[src/rtl/lsu_pkg.sv]
// Shared load/store op encodings, FSM state type and alignment helpers for the MEM-stage LSU.
package lsu_pkg;

    typedef enum logic [3:0] {
        OP_LW  = 4'b0000,
        OP_LH  = 4'b0001,
        OP_LHU = 4'b0010,
        OP_LB  = 4'b0011,
        OP_LBU = 4'b0100,
        OP_SW  = 4'b1000,
        OP_SH  = 4'b1001,
        OP_SB  = 4'b1010
    } lsu_op_e;

    typedef enum logic [1:0] {
        ST_IDLE,
        ST_RD,
        ST_WR,
        ST_RESP
    } lsu_state_e;

    function automatic logic op_is_legal(input logic [3:0] op);
        case (op)
            OP_LW, OP_LH, OP_LHU, OP_LB, OP_LBU,
            OP_SW, OP_SH, OP_SB: return 1'b1;
            default:             return 1'b0;
        endcase
    endfunction

    function automatic logic op_is_store(input logic [3:0] op);
        return (op == OP_SW) || (op == OP_SH) || (op == OP_SB);
    endfunction

    function automatic logic op_misaligned(input logic [3:0] op, input logic [1:0] addr);
        case (op)
            OP_LW, OP_SW:          return addr != 2'b00;
            OP_LH, OP_LHU, OP_SH:  return addr[0];
            default:               return 1'b0;
        endcase
    endfunction

endpackage

[src/rtl/lsu_lane.sv]
// Big-endian byte-lane logic: load extraction/extension and sub-word store merge.
module lsu_lane
    import lsu_pkg::*;
(
    input  logic [3:0]  op,
    input  logic [1:0]  addr,
    input  logic [31:0] old_word,
    input  logic [31:0] wdata,
    output logic [31:0] load_data,
    output logic [31:0] store_word
);

    logic [7:0]  byte_sel;
    logic [15:0] half_sel;

    always_comb begin
        byte_sel = '0;
        case (addr)
            2'd0: byte_sel = old_word[31:24];
            2'd1: byte_sel = old_word[23:16];
            2'd2: byte_sel = old_word[15:8];
            2'd3: byte_sel = old_word[7:0];
            default: byte_sel = '0;
        endcase
        half_sel = addr[1] ? old_word[15:0] : old_word[31:16];

        load_data = '0;
        case (op)
            OP_LW:   load_data = old_word;
            OP_LH:   load_data = {{16{half_sel[15]}}, half_sel};
            OP_LHU:  load_data = {16'h0000, half_sel};
            OP_LB:   load_data = {{24{byte_sel[7]}}, byte_sel};
            OP_LBU:  load_data = {24'h000000, byte_sel};
            default: load_data = '0;
        endcase

        // Untouched lanes keep the word just read back from memory.
        store_word = old_word;
        case (op)
            OP_SW: store_word = wdata;
            OP_SH: begin
                if (addr[1]) store_word[15:0]  = wdata[15:0];
                else         store_word[31:16] = wdata[15:0];
            end
            OP_SB: begin
                case (addr)
                    2'd0: store_word[31:24] = wdata[7:0];
                    2'd1: store_word[23:16] = wdata[7:0];
                    2'd2: store_word[15:8]  = wdata[7:0];
                    2'd3: store_word[7:0]   = wdata[7:0];
                    default: store_word = old_word;
                endcase
            end
            default: store_word = old_word;
        endcase
    end

endmodule

[src/rtl/mem_lsu.sv]
// MEM-stage load/store unit: ready/valid toward the pipeline, registered word-wide memory master.
module mem_lsu
    import lsu_pkg::*;
#(
    parameter int AW = 32
) (
    input  logic          clk,
    input  logic          rst,
    input  logic          req_valid,
    output logic          req_ready,
    input  logic [3:0]    req_op,
    input  logic [AW-1:0] req_addr,
    input  logic [31:0]   req_wdata,
    output logic          resp_valid,
    output logic [31:0]   resp_rdata,
    output logic          resp_err,
    output logic          mem_req,
    output logic          mem_we,
    output logic [AW-3:0] mem_addr,
    output logic [31:0]   mem_wdata,
    input  logic [31:0]   mem_rdata,
    input  logic          mem_ack
);

    lsu_state_e  state, state_next;
    logic [3:0]  op_q;
    logic [1:0]  addr_lo_q;
    logic [31:0] wdata_q;
    logic        accept;
    logic        req_err;
    logic [31:0] load_data;
    logic [31:0] store_word;

    assign req_ready = (state == ST_IDLE) && !rst;
    assign accept    = req_valid && req_ready;
    assign req_err   = !op_is_legal(req_op) || op_misaligned(req_op, req_addr[1:0]);

    lsu_lane u_lane (
        .op         (op_q),
        .addr       (addr_lo_q),
        .old_word   (mem_rdata),
        .wdata      (wdata_q),
        .load_data  (load_data),
        .store_word (store_word)
    );

    always_comb begin
        state_next = state;
        case (state)
            ST_IDLE: begin
                if (accept) begin
                    if (req_err)                        state_next = ST_RESP;
                    else if (req_op == OP_SW)           state_next = ST_WR;
                    else                                state_next = ST_RD;
                end
            end
            ST_RD: begin
                // sh/sb read the old word first, then write the merged word.
                if (mem_ack) state_next = op_is_store(op_q) ? ST_WR : ST_RESP;
            end
            ST_WR:   if (mem_ack) state_next = ST_RESP;
            ST_RESP: state_next = ST_IDLE;
            default: state_next = ST_IDLE;
        endcase
    end

    always_ff @(posedge clk) begin
        if (rst) begin
            state      <= ST_IDLE;
            op_q       <= '0;
            addr_lo_q  <= '0;
            wdata_q    <= '0;
            mem_req    <= 1'b0;
            mem_we     <= 1'b0;
            mem_addr   <= '0;
            mem_wdata  <= '0;
            resp_valid <= 1'b0;
            resp_rdata <= '0;
            resp_err   <= 1'b0;
        end else begin
            state      <= state_next;
            mem_req    <= (state_next == ST_RD) || (state_next == ST_WR);
            mem_we     <= (state_next == ST_WR);
            resp_valid <= (state_next == ST_RESP);

            if (accept) begin
                op_q      <= req_op;
                addr_lo_q <= req_addr[1:0];
                wdata_q   <= req_wdata;
                mem_addr  <= req_addr[AW-1:2];
                mem_wdata <= req_wdata;
                if (req_err) begin
                    resp_rdata <= '0;
                    resp_err   <= 1'b1;
                end
            end

            if (state == ST_RD && mem_ack) begin
                if (op_is_store(op_q)) begin
                    mem_wdata <= store_word;
                end else begin
                    resp_rdata <= load_data;
                    resp_err   <= 1'b0;
                end
            end

            if (state == ST_WR && mem_ack) begin
                resp_rdata <= '0;
                resp_err   <= 1'b0;
            end
        end
    end

endmodule

[config.mk]
export PLATFORM = sky130hd
export DESIGN_NAME = mem_lsu
export DESIGN_NICKNAME = d
export VERILOG_FILES = /design/src/rtl/lsu_pkg.sv /design/src/rtl/lsu_lane.sv /design/src/rtl/mem_lsu.sv
export SDC_FILE = /design/constraint.sdc
export NUM_CORES = 1
export LEC_CHECK = 0
export BUFFER_PORTS_ARGS = -buffer_cell sky130_fd_sc_hd__clkbuf_2
export CORE_MARGIN = 8
export CORE_UTILIZATION = 45
export CTS_CLUSTER_DIAMETER = 200
export DETAILED_ROUTE_END_ITERATION = 7
export HOLD_SLACK_MARGIN = 0.02
export PLACE_DENSITY = 0.69
export SYNTH_ARGS = -nofsm -noshare
export SYNTH_HDL_FRONTEND = slang
export SYNTH_SLANG_ARGS = --single-unit
[constraint.sdc]
create_clock -name clk -period 3.8 [get_ports clk]
set_input_delay 0.76 -clock clk [delete_from_list [all_inputs] [get_ports clk]]
set_output_delay 0.76 -clock clk [all_outputs]
set_load 0.005 [all_outputs]
**After elaboration in Yosys (flattened, before gate mapping)**

Memory sizes are Yosys's and may differ from the RTL's.
Cells that the tools add are included.

- Register bits after elaboration: 138
- Memories kept: 1
- Input port bits: 104
- ROM bits: 16
- Logic and storage cells: 79

Memories:

| memory | depth | width | read ports | clocked after Yosys merged registers in | wr ports | RTL line | RTL |
|---|---|---|---|---|---|---|---|
| (no name shown) | 16 | 1 | 1 | 0 | 0 | lsu_pkg.sv:23 | `case (op)` |

- Reduce and logical (&&, ||, !) cells: 18
- Equality and inequality tests: 20
- Muxes and demuxes: 29

Operators with widths:

| cell | number |
|---|---|
| $mux W32 | 7 |
| $pmux W32 S5 | 1 |
| $pmux W32 S3 | 1 |
| $mux W16 | 3 |
| $mux W8 | 4 |
| $pmux W8 S4 | 1 |
| $eq A4 B4 Y1 const B | 5 |
| $eq A2 B2 Y1 const B | 6 |
| $eq A4 B2 Y1 const B | 3 |
| $mux W2 | 5 |
| $eq A4 B1 Y1 const B | 2 |
| $logic_not A4 Y1 | 2 |
| $pmux W2 S4 | 1 |
| $eq A2 B1 Y1 const B | 3 |
| $mux W1 | 5 |
| $eq A4 B3 Y1 const B | 1 |
| $logic_and A1 B1 Y1 | 4 |
| $logic_not A2 Y1 | 2 |
| $logic_or A1 B1 Y1 | 4 |
| $reduce_or A2 Y1 | 2 |
| $reduce_or A3 Y1 | 1 |
| $logic_not A1 Y1 | 2 |
| $pmux W1 S2 | 1 |
| $reduce_bool A2 Y1 | 1 |

**Depth between registers and ports, before layout**

Gate-level depths: netlist of the first run.

- Depth in word-level cells: 9
- Mapped depth: 8

**Hierarchy**

Synthesis of the first run repeated with hierarchy kept, for this count alone.

- Cell total of the unflattened synthesis: 788
- Area total of the unflattened synthesis: 6,618.8 um2

By module, submodules not included:

| module | area an instance (um2) | seq. area each (um2) | cells each | instances |
|---|---|---|---|---|
| mem_lsu | 4,932.2 | 2,762.6 | 562 | 1 |
| lsu_lane | 1,686.6 | 0.0 | 226 | 1 |

**Worst setup path after synthesis of the first run**

No wires, ideal clock.

- Path type: in2reg
- Start: input mem_rdata[31]
- End: register resp_rdata[15]
- Arrival: 2.073 ns
- Data required time: 3.683 ns
- Buffers on the path: 0
- Cell stages on the path: 4
- Slack: 1.610 ns
- Library setup time: 0.117 ns
- Cells stage by stage: mux2_4 mux4_2 mux2_4 a32o_1

- Cells in the longest elaborated chain, start to end: 4
- Elaborated cells on any way between the ends: 5
- Those cells by class: mux: 5

RTL lines:

| what | RTL line | RTL |
|---|---|---|
| start: declaration | mem_lsu.sv:21 | `input logic [31:0] mem_rdata,` |
| $pmux W8 S4 / $mux W16 (equally long branches) | lsu_lane.sv:18, lsu_lane.sv:25 |  |
| $pmux W32 S5 (*) | lsu_lane.sv:28 | `case (op)` |
| $mux W32 (*) | mem_lsu.sv:99 | `if (op_is_store(op_q)) begin` |
| $mux W32 (*) | mem_lsu.sv:98 | `if (state == ST_RD && mem_ack) begin` |
| end signal: assignment | mem_lsu.sv:102 | `resp_rdata <= load_data;` |
| end: declaration | mem_lsu.sv:15 | `output logic [31:0] resp_rdata,` |

Every way passes the cells marked *; elsewhere a longest branch is shown, timed or not.
A chain may end at the register's enable or synchronous reset.

**Final worst setup path of the first run**

- Start: register addr_lo_q[0]
- End: register resp_rdata[15]

- Cells in the longest elaborated chain, start to end: 5
- Elaborated cells on any way between the ends: 8
- Those cells by class: eq/ne: 3; mux: 4; reduce/logical: 1

RTL lines:

| what | RTL line | RTL |
|---|---|---|
| start: declaration | mem_lsu.sv:27 | `logic [1:0] addr_lo_q;` |
| start signal: assignment | mem_lsu.sv:88 | `addr_lo_q <= req_addr[1:0];` |
| $eq A2 B2 Y1, or another cell as far along | lsu_lane.sv:18 | `case (addr)` |
| $pmux W8 S4 (*) | lsu_lane.sv:18 |  |
| $pmux W32 S5 (*) | lsu_lane.sv:28 |  |
| $mux W32 (*) | mem_lsu.sv:99 |  |
| $mux W32 (*) | mem_lsu.sv:98 |  |

Marks and branches as above.

==> results.sh, run 1 <==
export IMPL_synth_cell_type_count=59
export IMPL_async_flop_share_pct=0
export IMPL_synth_seq_cells=138
export IMPL_dp_hpwl_mm=15.14
export IMPL_cts_tree="built"
export IMPL_rsz0062_at_grt="no"
export IMPL_leakage_uw=0.003278
export IMPL_drc_errors=0
export IMPL_grt_pass1_vias=6166
export IMPL_core_area_sq_mm=0.01388
export IMPL_cts_path_max_buffers=2
export IMPL_cts_setup_buffers=0
export IMPL_required_ns=4.10
export IMPL_slowest_delay_ns=0.88
export IMPL_final_min_clock_period_ns=2.580
export IMPL_place_congestion=0.8654
export IMPL_clkSlewWorstSetupHoldPaths_ns=0.05
export IMPL_stdcell_count=1091
export IMPL_crit_chain="mux2_4 > mux4_2 > mux2_4 > a32o_1"
export IMPL_numPortBuffers=202
export IMPL_syn2layout_area_growth_pct=25.19
export IMPL_yosysMostFrequentCell="nand2_1"
export IMPL_nets=1007
export IMPL_min_period_over_period_pct=67.89
export IMPL_n_antenna_cell=0
export IMPL_hp_class="flop to flop"
export IMPL_cts_hold_buffers_added=0
export IMPL_track_usage_pct=22.52
export IMPL_crit_family="multiplexers"
export IMPL_max_slew_worst_pin_slew_ns=0.9760
export IMPL_synthCells=736
export IMPL_critPathLaunchType="flop"
export IMPL_die_width_um=135.0
export IMPL_cp_slowest_cell="dfxtp_1"
export IMPL_syn_area_per_cell_sq_um=8.653
export IMPL_ys_flop_type="dfxtp_1"
export IMPL_critical_path_peak_fanout=17
export IMPL_cap_violations=0
export IMPL_cts_sinks=138
export IMPL_num_rows=43
export IMPL_dieArea_sq_mm=0.01822
export IMPL_synth_nets=841
export IMPL_grt_overflow_total=0
export IMPL_ys_warn_count=0
export IMPL_cts_resized=0
export IMPL_hold_violations=0
export IMPL_netlist_area_sq_mm=0.006369
export IMPL_powerDensity_mw_per_mm2=477.3
export IMPL_yosysTopAreaCell="dfxtp_1"
export IMPL_initial_utilization_pct=45.88
export IMPL_crit_type="flop to flop"
export IMPL_antenna_found_initial=0
export IMPL_synth_edff_count=0
export IMPL_drt_iter0_markers=650
export IMPL_n_fill_cell=1341
export IMPL_wirelength_mm=21.11
export IMPL_cts_buffers=17
export IMPL_relSlewSlack_pct=34.58
export IMPL_dr_pass1_iters=5
export IMPL_final_max_slew_viol_count=0
export IMPL_wl_per_cell_um=19.35
export IMPL_fin_tns_setup_ns=0
export IMPL_clk_latency_ns=0.41
export IMPL_root_buffer="clkbuf_16"
export IMPL_crit_path_frequent_cell="mux2_4"
export IMPL_peakVddDrop_uv=302.3
export IMPL_crit_arrival_ns=2.88
export IMPL_ys_top_cells_by_count="nand2_1, dfxtp_1, a21oi_1"
export IMPL_finClkSkew_ns=0.006725
export IMPL_top_level_ports=203
export IMPL_endpoint_kind="flop"
export IMPL_ys_seq_area_share_pct=43.38
export IMPL_status="finished clean"
export IMPL_layout_drive_gt1_share_pct=28.87
export IMPL_synth_top_area_share_pct=43.38
export IMPL_synth_area_leaders="dfxtp_1, nand2_1, a21oi_1"
export IMPL_fmax_ghz=0.3876
export IMPL_htreeDepth=4
export IMPL_setup_violations=0
export IMPL_antenna_left=0
export IMPL_grt_pass1_wl_mm=32.62
export IMPL_dp_cells=1063
export IMPL_grt_max_degree=95
export IMPL_die_h_um=135.0
export IMPL_vias=6322
export IMPL_path_buf_inv=0
export IMPL_post_drt_via_cell_ratio=5.795
## worst min-delay path, cell delays in order, from the launching register on
cell and delay, ns:
dfxtp_1 0.30, nand2_1 0.05, a21oi_1 0.05
## power breakdown
group          total (uW)  leakage (uW)  switching (uW)  internal [uW]
clock network        1560      0.000257             588            968
registers            1630       0.00112            85.5           1550
logic                 617       0.00190             360            257
total                3810       0.00328            1030           2770
## metal layers
metal  vias to the layer above  GRT usage (%)  routed length (um)
met4                         0          7.218                 365
met2                       264          35.39                9788
li1                       3049              -                   -
met1                      2979          28.96                9148
met3                        30          6.686                1808
met5                         -              0                   0
## cell usage in the layout, fill, tap and decap left out, types with 11 or more instances in the layout
cell type	instances
clkbuf_16	17
nand3_1	17
dfxtp_1	138
o2bb2ai_1	25
a21oi_1	107
nand2_1	160
a221oi_1	41
and2_1	11
inv_1	12
clkbuf_2	201
a22oi_1	17
## logic make-up (layout without fill, tap and decap cells)
logic type | after synthesis | in the layout | share of synthesized area [%]
AO/OA/AOI/OAI | 270 | 270 | 30.29
AND/OR/NAND/NOR | 237 | 237 | 17.07
flip-flops | 138 | 138 | 43.38
buffers and inverters | 75 | 250 | 4.892
multiplexers | 14 | 14 | 4.027
adder cells (fa/ha/maj) | 1 | 1 | 0.1964
XOR/XNOR | 1 | 1 | 0.1375
## stage by stage
| stage | hold slack [ns] | instance area (sq um) | util [%] | total power, uW | setup slack (ns) |
|---|---|---|---|---|---|
| floorplan | 0.4361 | 6369 | - | 2026 | 1.610 |
| finish | 0.4509 | 7973 | 57.44 | 3806 | 1.220 |
| CTS | 0.4533 | 7973 | 57.44 | 3823 | 1.218 |
| global route | 0.4650 | 7973 | 57.44 | 3966 | 1.081 |
| global placement | 0.4420 | 7426 | 53.50 | 2271 | 1.117 |
| detailed placement | 0.4456 | 7426 | 53.50 | 2277 | 1.078 |
## registers in the layout, summed over array words and instances (netlist names)
register and count:
mem_we 1, op_q 4, resp_err 1, wdata_q 32
mem_wdata 32, resp_rdata 32, state 2, mem_addr 30
addr_lo_q 2, resp_valid 1, mem_req 1
## area by class of cell
cell class	instances	area, sq um	area share (%)
clock buffers	21	450.4	5.650
inverters	12	45.04	0.5650
well taps	180	225.2	2.825
flip-flops and latches	138	2763	34.65
multi-input cells	523	3307	41.48
repair buffers	210	1086	13.62
clock inverters	7	96.34	1.208
## path summary, 6_finish.rpt
check / startpoint / endpoint / cells past startpoint / slack (ns)
max reg2reg: addr_lo_q[0]$_SDFFE_PP0P_ / resp_rdata[15]$_SDFF_PP0_ / 4 / 1.22
min: mem_addr[4]$_SDFFE_PP0P_ / mem_addr[4]$_SDFFE_PP0P_ / 2 / 0.45
max: addr_lo_q[0]$_SDFFE_PP0P_ / resp_rdata[15]$_SDFF_PP0_ / 4 / 1.22
min reg2reg: mem_addr[4]$_SDFFE_PP0P_ / mem_addr[4]$_SDFFE_PP0P_ / 2 / 0.45
(Power assumes the default switching activity.)
==> run 2, diff against run 1 <==
PLACE_DENSITY = 0.72   (was 0.69)
clock period = 2.3 ns   (was 3.8 ns; I/O delays follow)
==> run 2 against run 1 <==
Die area stayed put. Clock skew is 0.0035 ns higher. Critical endpoint is now mem_wdata[20]$_SDFF_PP0_. Register-to-register slack worse by 1.1 ns. Sequential share of layout area is 1.2 points lower. Largest power group is now clock. Fmax is 20% higher. Power is 73% higher. Combinational power is 83% higher. Critical path depth stayed put. Clock-buffer cell count is 1 higher.
==> results.sh, run 2 (synthesis results as in run 1) <==
export IMPL_top_level_ports=203
export IMPL_crit_family="compound AO/OA/AOI/OAI gates"
export IMPL_final_min_clock_period_ns=2.152
export IMPL_slowest_delay_ns=0.70
export IMPL_root_buffer="clkbuf_16"
export IMPL_stdcell_count=1123
export IMPL_grt_pass1_vias=6310
export IMPL_worst_path_stages=4
export IMPL_cts_hold_buffers_added=0
export IMPL_top_regs="mem_wdata x32, resp_rdata x32, wdata_q x32"
export IMPL_min_delay_path_depth=3
export IMPL_dieArea_sq_mm=0.01822
export IMPL_crit_arrival_ns=2.47
export IMPL_peakVddDrop_uv=526.9
export IMPL_crit_path_frequent_cell="a221oi_1"
export IMPL_grt_pass1_wl_mm=33.75
export IMPL_crit_type="flop to flop"
export IMPL_nets=1035
export IMPL_relSlewSlack_pct=32.73
export IMPL_path_buf_inv=0
export IMPL_cts_tree="built"
export IMPL_powerDensity_mw_per_mm2=796.0
export IMPL_n_antenna_cell=0
export IMPL_hold_violations=0
export IMPL_fin_util_pct=59.56
export IMPL_grt_max_degree=101
export IMPL_status="finished clean"
export IMPL_antenna_left=0
export IMPL_track_usage_pct=23.13
export IMPL_cts_setup_buffers=0
export IMPL_dr_pass1_iters=5
export IMPL_die_h_um=135.0
export IMPL_vias=6655
export IMPL_core_area_sq_mm=0.01388
export IMPL_fin_tns_setup_ns=0
export IMPL_critPathLaunchType="flop"
export IMPL_hp_class="input pin to flop"
export IMPL_numPortBuffers=202
export IMPL_cap_violations=0
export IMPL_dp_cells=1091
export IMPL_cts_sinks=138
export IMPL_drc_errors=0
export IMPL_placed_cell_area_sq_mm=0.007674
export IMPL_cts_path_max_buffers=2
export IMPL_post_drt_via_cell_ratio=5.926
export IMPL_fin_ws_ns=0.1479
export IMPL_min_period_over_period_pct=93.57
export IMPL_clk_latency_ns=0.43
export IMPL_rsz0062_at_grt="no"
export IMPL_wirelength_mm=21.64
export IMPL_cp_slowest_cell="a21oi_1"
export IMPL_dp_hpwl_mm=15.58
export IMPL_setup_violations=0
export IMPL_max_slew_worst_pin_slew_ns=1.004
export IMPL_initial_utilization_pct=45.88
export IMPL_grt_overflow_total=0
export IMPL_die_width_um=135.0
export IMPL_cts_resized=0
export IMPL_layout_commonest_cell="clkbuf_2"
export IMPL_critical_path_peak_fanout=8
export IMPL_num_rows=43
export IMPL_layout_drive_gt1_share_pct=31.18
export IMPL_syn2layout_area_growth_pct=29.82
export IMPL_place_congestion=0.8673
export IMPL_dp_slack_ns=0.2042
export IMPL_antenna_found_initial=0
export IMPL_crit_chain="or3b_1 > a21oi_1 > a221oi_1 > a221oi_1"
export IMPL_design_area_sq_mm=0.008268
export IMPL_final_cell_mix="clkbuf_2, nand2_1, dfxtp_1, a21oi_1, a221oi_1"
export IMPL_wl_per_cell_um=19.27
export IMPL_endpoint_kind="flop"
export IMPL_worst_r2r_path_depth=4
export IMPL_fmax_ghz=0.4647
export IMPL_clkSlewWorstSetupHoldPaths_ns=0.06
export IMPL_leakage_uw=0.003471
export IMPL_finClkSkew_ns=0.01019
export IMPL_cts_buffers=17
export IMPL_required_ns=2.62
export IMPL_final_max_slew_viol_count=0
export IMPL_drt_iter0_markers=634
export IMPL_htreeDepth=4
run 2: stage by stage:
step	hold WS, ns	total power (uW)
3_5_place_dp	0.4458	3838
3_3_place_gp	0.4412	3824
5_1_grt	0.2603	6835
2_1_floorplan	0.4361	3348
6_report	0.2479	6582
4_1_cts	0.2411	6603
run 2: per-layer routing:
layer  up-vias  routed length, um  share of wire [%]  GRT usage (%)
met5         -                  0                  0              0
met4         0                436                2.0          8.020
met3        36               2043                9.4          6.575
met2       325              10070                 47          36.36
met1      3176               9091                 42          29.69
li1       3118                  -                  -              -
run 2: final timing paths:
kind                              from                         to  slack [ns]
min                        req_addr[4]   mem_addr[2]$_SDFFE_PP0P_        0.25
max reg2reg       op_q[3]$_SDFFE_PP0P_   mem_wdata[20]$_SDFF_PP0_        0.15
max               op_q[3]$_SDFFE_PP0P_   mem_wdata[20]$_SDFF_PP0_        0.15
min reg2reg  mem_addr[10]$_SDFFE_PP0P_  mem_addr[10]$_SDFFE_PP0P_        0.45
run 2: tightest hold or removal path: cells and delay by family:
family	cells	cell delay [ns]
simple gates	1	0.04
compound gates	1	0.05
buf+inv	1	0.08
run 2: report_power, final:
part	switching (uW)	internal, uW	total [uW]
Combinational	648	484	1130
Sequential	112	2560	2670
Clock	1040	1740	2780
run 2: area by class of cell:
class / count / area, sq um
timing repair buffer: 238 / 1334
tap: 180 / 225.2
multi-input combinational: 523 / 3307
clock buffer: 22 / 454.2
inverter: 12 / 45.04
clock inverter: 10 / 140.1
fill: 1247 / 5613
sequential: 138 / 2763
==> run 3, diff against run 2 <==
RECOVER_POWER = 50   (was unset)
==> run 3 against run 2 <==
First-iteration DRC count unchanged. Hold slack improved by 0.0014 ns. Critical path depth unchanged. Global-route usage unchanged. Wire length about the same. Setup slack got worse by 0.057 ns. Flip-flop and latch count unchanged. Sequential power about the same. Clock skew about the same. Clock power about the same. Sequential share of layout area increased by 0.44 points. Register-to-register slack got worse by 0.06 ns. Critical path type unchanged.
==> results.sh, run 3 (synthesis results as in run 1) <==
export IMPL_top_level_ports=203
export IMPL_layout_area_seq_sq_mm=0.002763
export IMPL_required_ns=2.62
export IMPL_clkSlewWorstSetupHoldPaths_ns=0.06
export IMPL_multi_input_area_sq_mm=0.003307
export IMPL_p_clk_share_pct=42.4
export IMPL_cts_hold_buffers_added=0
export IMPL_fin_ws_ns=0.09098
export IMPL_cts_buffers=17
export IMPL_cp_slowest_cell="a21oi_1"
export IMPL_cts_tree="built"
export IMPL_leakage_uw=0.003206
export IMPL_intPower_uw=4752
export IMPL_drt_iter0_markers=634
export IMPL_antenna_found_initial=0
export IMPL_endpoint="mem_wdata[20]$_SDFF_PP0_"
export IMPL_final_min_clock_period_ns=2.209
export IMPL_status="finished clean"
export IMPL_antenna_left=0
export IMPL_switchingPower_uw=1797
export IMPL_crit_path_frequent_cell="a221oi_1"
export IMPL_layout_commonest_cell="nand2_1"
export IMPL_powerDensity_mw_per_mm2=802.6
export IMPL_wl_per_cell_um=19.27
export IMPL_grt_max_degree=101
export IMPL_top_regs="mem_wdata x32, resp_rdata x32, wdata_q x32"
export IMPL_root_buffer="clkbuf_16"
export IMPL_relSlewSlack_pct=30.91
export IMPL_seq_power_share_pct=40.7
export IMPL_cts_resized=0
export IMPL_max_slew_worst_pin_slew_ns=1.036
export IMPL_core_area_sq_mm=0.01388
export IMPL_fmax_ghz=0.4527
export IMPL_clk_latency_ns=0.43
export IMPL_p_sw_share_pct=27.44
export IMPL_timing_rr_end="mem_wdata[20]$_SDFF_PP0_"
export IMPL_htreeDepth=4
export IMPL_peakVddDrop_uv=522.8
export IMPL_reg2reg_from="op_q[3]$_SDFFE_PP0P_"
export IMPL_crit_type="flop to flop"
export IMPL_track_usage_pct=23.13
export IMPL_place_congestion=0.8673
export IMPL_layout_drive_gt1_share_pct=23.12
export IMPL_dp_hpwl_mm=15.58
export IMPL_grt_pass1_wl_mm=33.75
export IMPL_cap_violations=0
export IMPL_grt_overflow_total=0
export IMPL_n_antenna_cell=0
export IMPL_crit_chain="or3b_1 > a21oi_1 > a221oi_1 > a221oi_1"
export IMPL_drc_errors=0
export IMPL_worst_path_stages=4
export IMPL_path_buf_inv=0
export IMPL_cts_sinks=138
export IMPL_startpoint="op_q[3]$_SDFFE_PP0P_"
export IMPL_final_cell_mix="nand2_1, dfxtp_1, clkbuf_2, a21oi_1, clkbuf_1"
export IMPL_critical_path_peak_fanout=8
export IMPL_grt_pass1_vias=6310
export IMPL_hold_violations=0
export IMPL_slowest_delay_ns=0.74
export IMPL_min_period_over_period_pct=96.04
export IMPL_fin_tns_setup_ns=0
export IMPL_cts_setup_buffers=0
export IMPL_wirelength_mm=21.64
export IMPL_critPathLaunchType="flop"
export IMPL_finClkSkew_ns=0.009709
export IMPL_dp_slack_ns=0.2042
export IMPL_fin_util_pct=58.79
export IMPL_hp_class="input pin to flop"
export IMPL_setup_violations=0
export IMPL_final_max_slew_viol_count=0
export IMPL_dr_pass1_iters=5
export IMPL_cts_path_max_buffers=2
export IMPL_hold_ws_ns=0.2492
export IMPL_numPortBuffers=202
export IMPL_num_rows=43
export IMPL_initial_utilization_pct=45.88
export IMPL_rsz0062_at_grt="no"
export IMPL_crit_family="compound AO/OA/AOI/OAI gates"
export IMPL_p_comb_share_pct=16.8
export IMPL_syn2layout_area_growth_pct=28.13
export IMPL_n_fill_cell=1293
export IMPL_vias=6576
export IMPL_post_drt_via_cell_ratio=5.856
export IMPL_endpoint_kind="flop"
export IMPL_crit_arrival_ns=2.52
export IMPL_worst_r2r_path_depth=4
export IMPL_dieArea_sq_mm=0.01822
export IMPL_nets=1035
export IMPL_reg2reg_slack_ns=0.09
export IMPL_die_h_um=135.0
export IMPL_die_width_um=135.0
[run 3: cell count changes in the layout (fill, tap and decap cells not counted), sizes merged]
cell / previous run / this run
clkbuf: 223 / 222
buf: 37 / 38
[run 3: power by group through the flow]
stage               clock [uW]  combinational, uW  sequential (uW)
finish                    2780               1100             2670
floorplan                    0                649             2700
global route              2910               1210             2680
detailed placement           0               1120             2720
CTS                       2810               1130             2670
global placement             0               1110             2710
[run 3: layer usage]
metal  track usage (%)  vias to the layer above  wire length [um]  part of all wire, %
met5                 0                        -                 0                    0
met3             6.575                       31              1948                  9.0
met2             36.36                      311             10130                   47
met4             8.020                        0               402                  1.9
met1             29.69                     3118              9156                   42
li1                  -                     3116                 -                    -
[run 3: area by class of cell]
class	count	area share (%)
clock buffer	22	5.566
clock inverter	10	1.717
inverter	12	0.5520
multi-input combinational	523	40.52
sequential	138	33.85
tap	180	2.760
timing repair buffer	238	15.03
[run 3: worst reg2reg max path: stages (launching register included)]
cell and delay [ns]:
dfxtp_1 0.43, or3b_1 0.41, a21oi_1 0.74, a221oi_1 0.22, a221oi_1 0.30
[run 3: per-stage QoR]
stage,total power (uW),cells,instance area (sq um)
after detailed placement,3838,1091,7674
after global routing,6807,1123,8160
final,6549,1123,8160
after floorplan,3348,736,6369
after global placement,3824,1091,7674
after CTS,6603,1123,8268
[run 3: worst min path at each step]
stage / startpoint / to / slack (ns) / depth (start not counted)
global placement: mem_addr[4]$_SDFFE_PP0P_ / mem_addr[4]$_SDFFE_PP0P_ / 0.44 / 2
detailed placement: mem_addr[29]$_SDFFE_PP0P_ / mem_addr[29]$_SDFFE_PP0P_ / 0.45 / 2
CTS: req_addr[4] / mem_addr[2]$_SDFFE_PP0P_ / 0.24 / 3
finish: req_addr[16] / mem_addr[14]$_SDFFE_PP0P_ / 0.25 / 3
global route: req_addr[5] / mem_addr[3]$_SDFFE_PP0P_ / 0.26 / 3
floorplan: wdata_q[16]$_SDFFE_PP0P_ / wdata_q[16]$_SDFFE_PP0P_ / 0.44 / 2
